**src/rtl/genius_btn_sync.sv**
```systemverilog
// Brings the three raw buttons into the clock domain and turns rising edges
// of the synchronized levels into single-cycle press events.
module genius_btn_sync (
  input  logic       clock,
  input  logic       reset,
  input  logic [2:0] btn,
  output logic [2:0] press,
  output logic       any_held
);

  logic [2:0] meta;
  logic [2:0] synced;
  logic [2:0] prev;

  // Two-flop synchronizer followed by a one-cycle-delayed copy for edge detect.
  always_ff @(posedge clock) begin
    if (reset) begin
      meta   <= '0;
      synced <= '0;
      prev   <= '0;
    end else begin
      meta   <= btn;
      synced <= meta;
      prev   <= synced;
    end
  end

  assign press    = synced & ~prev;
  assign any_held = |synced;

endmodule

```
**config.mk**
```make
export PLATFORM = sky130hd
export DESIGN_NAME = genius_btn_sync
export DESIGN_NICKNAME = d
export VERILOG_FILES = /design/src/rtl/genius_btn_sync.sv
export SDC_FILE = /design/constraint.sdc
export NUM_CORES = 1
export LEC_CHECK = 0
export CORE_AREA = 5 5 42 44
export CTS_CLUSTER_SIZE = 40
export DETAILED_ROUTE_END_ITERATION = 10
export DIE_AREA = 0 0 47 49
export GPL_ROUTABILITY_DRIVEN = 1
export PLACE_DENSITY = 0.48
export SLEW_MARGIN = 20
export SYNTH_ARGS = -nofsm -noshare
export SYNTH_HDL_FRONTEND = slang
export SYNTH_SLANG_ARGS = --single-unit
export TNS_END_PERCENT = 10
```
**constraint.sdc**
```tcl
create_clock -name clock -period 0.95 [get_ports clock]
set_input_delay 0.095 -clock clock [delete_from_list [all_inputs] [get_ports clock]]
set_output_delay 0.095 -clock clock [all_outputs]
set_load 0.02 [all_outputs]
```
Yosys cells after proc, flatten, opt, wreduce, memory -nomap -nowiden. Cells that the tools add are included.

Flip-flop bits (word level): 9. Input port bits: 5. Output and inout bits: 4. Word-level logic and storage cells: 6.

Bitwise gates (word level): 2. Reductions and logical operators: 1.

Operators by type and width (count): $and 3x3->3 (1); $not 3->3 (1); $reduce_or 3->1 (1).

Depth between registers and ports, before layout.
Word-level depth: 2. Depth in mapped cells: 1. Mapped depth without buffers: 1.

Worst setup path before layout. OpenSTA, ideal clock, no wires.

Path kind: flip-flop to output port. Start: register synced[1]. End: output any_held. Arrival time: 0.748 ns. Data required time: 0.855 ns. Path slack: 0.107 ns. Stages on the path, launching flop included: 2. Path buffers: 0. Path through: dfxtp_1 > or3_1.

Longest elaborated chain between the ends: 1.

RTL lines: start: declaration (line 12) `logic [2:0] synced;`; start signal: assignment (line 23) `synced <= meta;`; $reduce_or 3->1 (line 29) `assign any_held = |synced;`; end: declaration (line 8) `output logic any_held`.

No other way between the ends.

Worst setup path in the final report.
Start: register synced[2]. End: output any_held.

Same word-level chain as after synthesis.

==> qor.yml <==
outcome: "complete, but fails checks"
violations: "setup timing"
cp_top_family: "simple AND/OR/NAND/NOR gates"
syn_inst: 22
min_to: "meta[0]"
yosysTopAreaCell: "dfxtp_1"
die_x_um: 47
h-tree-depth: 1
syn_area_per_cell_um2: 11.9
ff_latch_area_um2: 184
synth_top_area_share_pct: 68.9
area_growth_pct: 53.6
tritoncts: "done"
die_area_um2: 2300
ioPinCount: 9
start_util_pct: 18.7
skew_ns: 0.00222
drt-total-wl_um: 368
drtAntennaViolNets: 0
hold_class: "input port to flop"
setup_viol: 1
clk_pin_slew_ns: 0.06
fp.dieH_um: 49
slowest_stage: "or3_4"
diodes: 0
synth-seq-cells: 9
cpPeakStageDelay_ns: 0.37
crit_buf_inv: 1
cts.sinks: 9
reg2regPathDepth: 1
antenna_found_initial: 0
layout_setup_ws_ns: -0.215
fin_tns_setup_ns: -0.215
n_fill_cell: 160
synth_area_um2: 262
yosys_warnings: 0
grt_pass1_vias: 157
synth_area_leaders: "dfxtp_1 69%, nor2b_1 29%, or3_1 2.4%"
hold_violations: 0
clkLatencyLatePin_ns: 0.25
drv_slew: 0
holdPathStages: 2
cp.required_ns: 0.85
ir_drop_v: 0.000482
critPathCaptureType: "output pin"
fmax_mhz: 858
finalNetCount: 40
ys_types: 3
port_buffers: 8
crit_type: "flop to output pin"
grt_usage_pct: 4.25
worst_pin_slew_ns: 0.294
arrival_ns: 1.07
dr.pass1.iters: 1
grt_overflow: 0
worstReg2RegStart: "synced[1]"
wl_per_cell_um: 7.36
worstPathMaxFanout: 3
maxSlewHeadroom_pct: 80.3
via_per_inst: 3.44
min_period_ns: 1.17
core_area_um2: 1400
cts_inserted_buffers: 3
rows: 14
multi_input_area_um2: 93.8
reg2reg_to: "prev[1]"
drt_iter0_drc: 0
finalPower_mw: 0.745
critPathLaunchType: "flop"
clockBufferDepth: 2
ys_seq_area_share_pct: 68.9
num_vias: 172
layout_worst_path_cycle_share_pct: 123
cts-root-buf: "clkbuf_4"
postCtsHoldBufs: 0
power.leakage_nw: 0.165
finalInstanceArea_um2: 402
r2r_slack_ns: 0.39
drc: 0
p_per_area_nw_per_um2: 1860
rsz0062_at_grt: "true"
synth_nets: 27
place_area_um2: 362
drive_gt1_share_pct: 35.3
worstPathCellList: "or3_4, buf_6"
grt_max_degree: 10
maxCapViolations: 0
grt_pass1_wl_um: 634
worstHoldStart: "btn[0]"
gp_congestion: 0.621
## through the flow
stage | instances | util, % | hold WS (ns) | setup slack [ns]
detailed placement | 46 | 25.8 | 0.426 | -0.343
global placement | 46 | 25.8 | 0.419 | -0.327
global route | 50 | 28.7 | 0.385 | -0.261
floorplan | 22 | - | 0.167 | 0.107
finish | 50 | 28.7 | 0.395 | -0.215
CTS | 50 | 27.3 | 0.386 | -0.233
## kinds of logic (layout without fill, tap and decap cells)
group         count (synthesis)  after routing  synth area share, %
simple gates                 13             13                 31.1
buf+inv                       0             12                    0
flops                         9              9                 68.9
## where the power goes
part	leakage (nW)	total [mW]	internal, mW	switching [mW]
Sequential	0.0752	0.400	0.394	0.00575
Clock	0.0150	0.275	0.161	0.114
Combinational	0.0745	0.0710	0.0448	0.0262
## registers in the layout, summed over array words and instances (netlist names)
register and flops:
prev 3, meta 3, synced 3
## final cells by class
cell class                 instances  area share, %
multi-input combinational         13           23.4
tap                               16           4.98
sequential                         9           45.8
clock buffer                       4           6.54
timing repair buffer               8           19.3
## cell usage after synthesis (all sizes together)
cell	count
or3	1
nor2b	12
dfxtp	9
## how the worst max path moves through the flow
| stage | endpoint | depth (start not counted) | start |
|---|---|---|---|
| 3_3_place_gp | any_held | 2 | synced[1] |
| 6_report | any_held | 2 | synced[2] |
| 4_1_cts | any_held | 2 | synced[2] |
| 2_1_floorplan | any_held | 1 | synced[1] |
| 3_5_place_dp | any_held | 2 | synced[1] |
| 5_1_grt | any_held | 2 | synced[2] |
## routing by layer
metal	global-route usage, %	vias up	part of all wire, %
met2	4.30	9	40
li1	-	90	-
met3	3.32	0	17
met5	0	-	0
met4	4.15	0	0
met1	5.13	73	42
## repair_timing
action,in CTS,in global routing
gates cloned,0,0
pin swaps,1,0
endpoints found under the setup margin,4,4
endpoints found under the hold margin,0,0
setup buffers,0,0
gates resized for setup,22,6
## cell usage in the layout, fill, tap and decap left out
cell type and count:
dfxtp_2 3, nor2b_4 1, clkbuf_4 3, nor2b_1 11
clkbuf_1 1, buf_4 2, clkdlybuf4s50_1 4, dfxtp_1 6
or3_4 1, buf_6 2
Power figures use the tool's default switching activity.
==> patch (same flow settings) <==
Make the reset (`reset`) asynchronous in one clocked block.
--- a/src/rtl/genius_btn_sync.sv
+++ b/src/rtl/genius_btn_sync.sv
@@ -14,5 +14,5 @@
 
   // Two-flop synchronizer followed by a one-cycle-delayed copy for edge detect.
-  always_ff @(posedge clock) begin
+  always_ff @(posedge clock or posedge reset) begin
     if (reset) begin
       meta   <= '0;
Check against the original RTL: differs if reset is asserted again (counterexample within 4 cycles, from zero or initial values and one cycle with reset high); with reset held inactive, the same outputs for 10 cycles.
==> patch against the original RTL <==
Largest cell class unchanged; count of clock-buffer cells in the layout unchanged; core utilization down 1.6 points; first-iteration DRC count up 1; wire length down 4.1%; synthesized area down 2.9%; sequential cell count unchanged; maximum frequency down 7.1%; non-clock buffer count unchanged; cell area down 5.6%; worst setup slack worse by 0.089 ns; power up 0.15%; critical path type unchanged; the run still ends with setup timing left.
==> patch: results (changes against the original RTL) <==
<table>
<tr><th>Metric</th><th>Value</th></tr>
<tr><th colspan="2">Power and ir drop</th></tr>
<tr><td>Worst vdd rail ir drop</td><td>892 uV (+85%)</td></tr>
<tr><td>Leak Pwr</td><td>0.171 nW (+4.1%)</td></tr>
<tr><th colspan="2">Clock tree</th></tr>
<tr><td>Post_cts resized</td><td>18 (-18%)</td></tr>
<tr><th colspan="2">Timing</th></tr>
<tr><td>Final Setup Violations</td><td>4 (+3)</td></tr>
<tr><td>Worst clock skew on the final layout</td><td>0.00212 ns (-0.000101 ns)</td></tr>
<tr><td>Slew HR</td><td>78.7% (-1.7 points)</td></tr>
<tr><td>Slack of the critical path</td><td>-0.305 ns (-0.0893 ns)</td></tr>
<tr><td>Sum of negative setup slack</td><td>-0.503 ns (-0.287 ns)</td></tr>
<tr><th colspan="2">Worst hold path</th></tr>
<tr><td>Worst min-delay path class</td><td>primary input to asynchronous set/reset pin</td></tr>
<tr><th colspan="2">Yosys</th></tr>
<tr><td>Net Count, Synth</td><td>19 (-30%)</td></tr>
<tr><td>Mean Syn Cell Area</td><td>18.1 um2 (+53%)</td></tr>
<tr><td>Sequential area share after synthesis</td><td>88.7% (+20 points)</td></tr>
<tr><td>Ranking of synthesized cells by area</td><td>sky130_fd_sc_hd__dfrtp_1 89%, sky130_fd_sc_hd__nor2b_1 7.4%, sky130_fd_sc_hd__or3_1 2.5%</td></tr>
<tr><td>Post-synth ARST share</td><td>100% (+100 points)</td></tr>
<tr><th colspan="2">Placed design</th></tr>
<tr><td>DP Cell Count</td><td>38 (-17%)</td></tr>
<tr><td>Routability-driven placement congestion ratio</td><td>0.690 (+11%)</td></tr>
<tr><th colspan="2">Drt</th></tr>
<tr><td>Wire length on met1</td><td>125 um (-19%)</td></tr>
<tr><td>Detail Route met3 WL</td><td>84 um (+31%)</td></tr>
<tr><td>Final wirelength</td><td>353 um (-4.1%)</td></tr>
<tr><td>TritonRoute pass-1 iters</td><td>2 (+1)</td></tr>
<tr><td>Highest metal layer with signal wires</td><td>met4</td></tr>
<tr><td>Detailed-routed wire length on met2</td><td>135 um (-8.2%)</td></tr>
<tr><th colspan="2">Finish</th></tr>
<tr><td>Net count of the finished layout</td><td>32 (-20%)</td></tr>
<tr><td>Fraction of layout cells with a size suffix above 1</td><td>30.8% (-4.5 points)</td></tr>
<tr><th colspan="2">Critical path</th></tr>
<tr><td>Arrival time reported for the critical path endpoint</td><td>1.16 ns (+0.09 ns)</td></tr>
<tr><th colspan="2">Outcome</th></tr>
<tr><td>Result of the run</td><td>finished with violations</td></tr>
<tr><td>Failing checks</td><td>setup timing</td></tr>
<tr><th colspan="2">Global routing</th></tr>
<tr><td>Global-route wire length before repair</td><td>607 um (-4.3%)</td></tr>
<tr><td>Global-route total usage across every layer</td><td>4.35% (+0.10 points)</td></tr>
</table>
patch: path summary, 6_finish.rpt:
path                            cells after the start                start  slack (ns)             endpoint
worst min register to register                      0    meta[0]$_DFF_PP0_        0.35  synced[0]$_DFF_PP0_
min in group clock                                  1               btn[2]        0.28    meta[2]$_DFF_PP0_
max in group asynchronous                           2                reset        0.62  synced[0]$_DFF_PP0_
worst max-delay path                                2  synced[1]$_DFF_PP0_       -0.30             any_held
worst max register to register                      0  synced[2]$_DFF_PP0_        0.44    prev[2]$_DFF_PP0_
worst min-delay path                                2                reset        0.09    prev[2]$_DFF_PP0_
patch: report_power, final:
group / internal, mW / switching, mW
Sequential: 0.403 / 0.00727
Combinational: 0.0307 / 0.0242
Clock: 0.161 / 0.120
Total: 0.595 / 0.152
patch: metrics by stage:
stage                     worst slack [ns]  hold slack, ns  cell area [um2]
after detailed placement            -0.416           0.336              354
after CTS                           -0.318          0.0939              367
after floorplan                     0.0358         -0.0771              254
after global routing                -0.355           0.106              379
final                               -0.305          0.0864              379
after global placement              -0.404           0.332              354
patch: cell type report:
cell class	instances	area, um2
clock buffer	4	26.3
fill	148	1020
inverter	1	3.75
multi-input combinational	4	30.0
sequential	9	225
tap	16	20.0
timing repair buffer	8	73.8
patch: worst max-delay path: stages, from the launching register on:
cell	delay, ns
sky130_fd_sc_hd__dfrtp_1	0.39
sky130_fd_sc_hd__or3_4	0.38
sky130_fd_sc_hd__buf_6	0.14
patch: routing by layer:
| metal | vias up | GRT usage [%] |
|---|---|---|
| li1 | 66 | - |
| met1 | 64 | 3.65 |
| met2 | 13 | 4.75 |
| met3 | 2 | 6.64 |
| met4 | 0 | 2.76 |
| met5 | - | 0 |
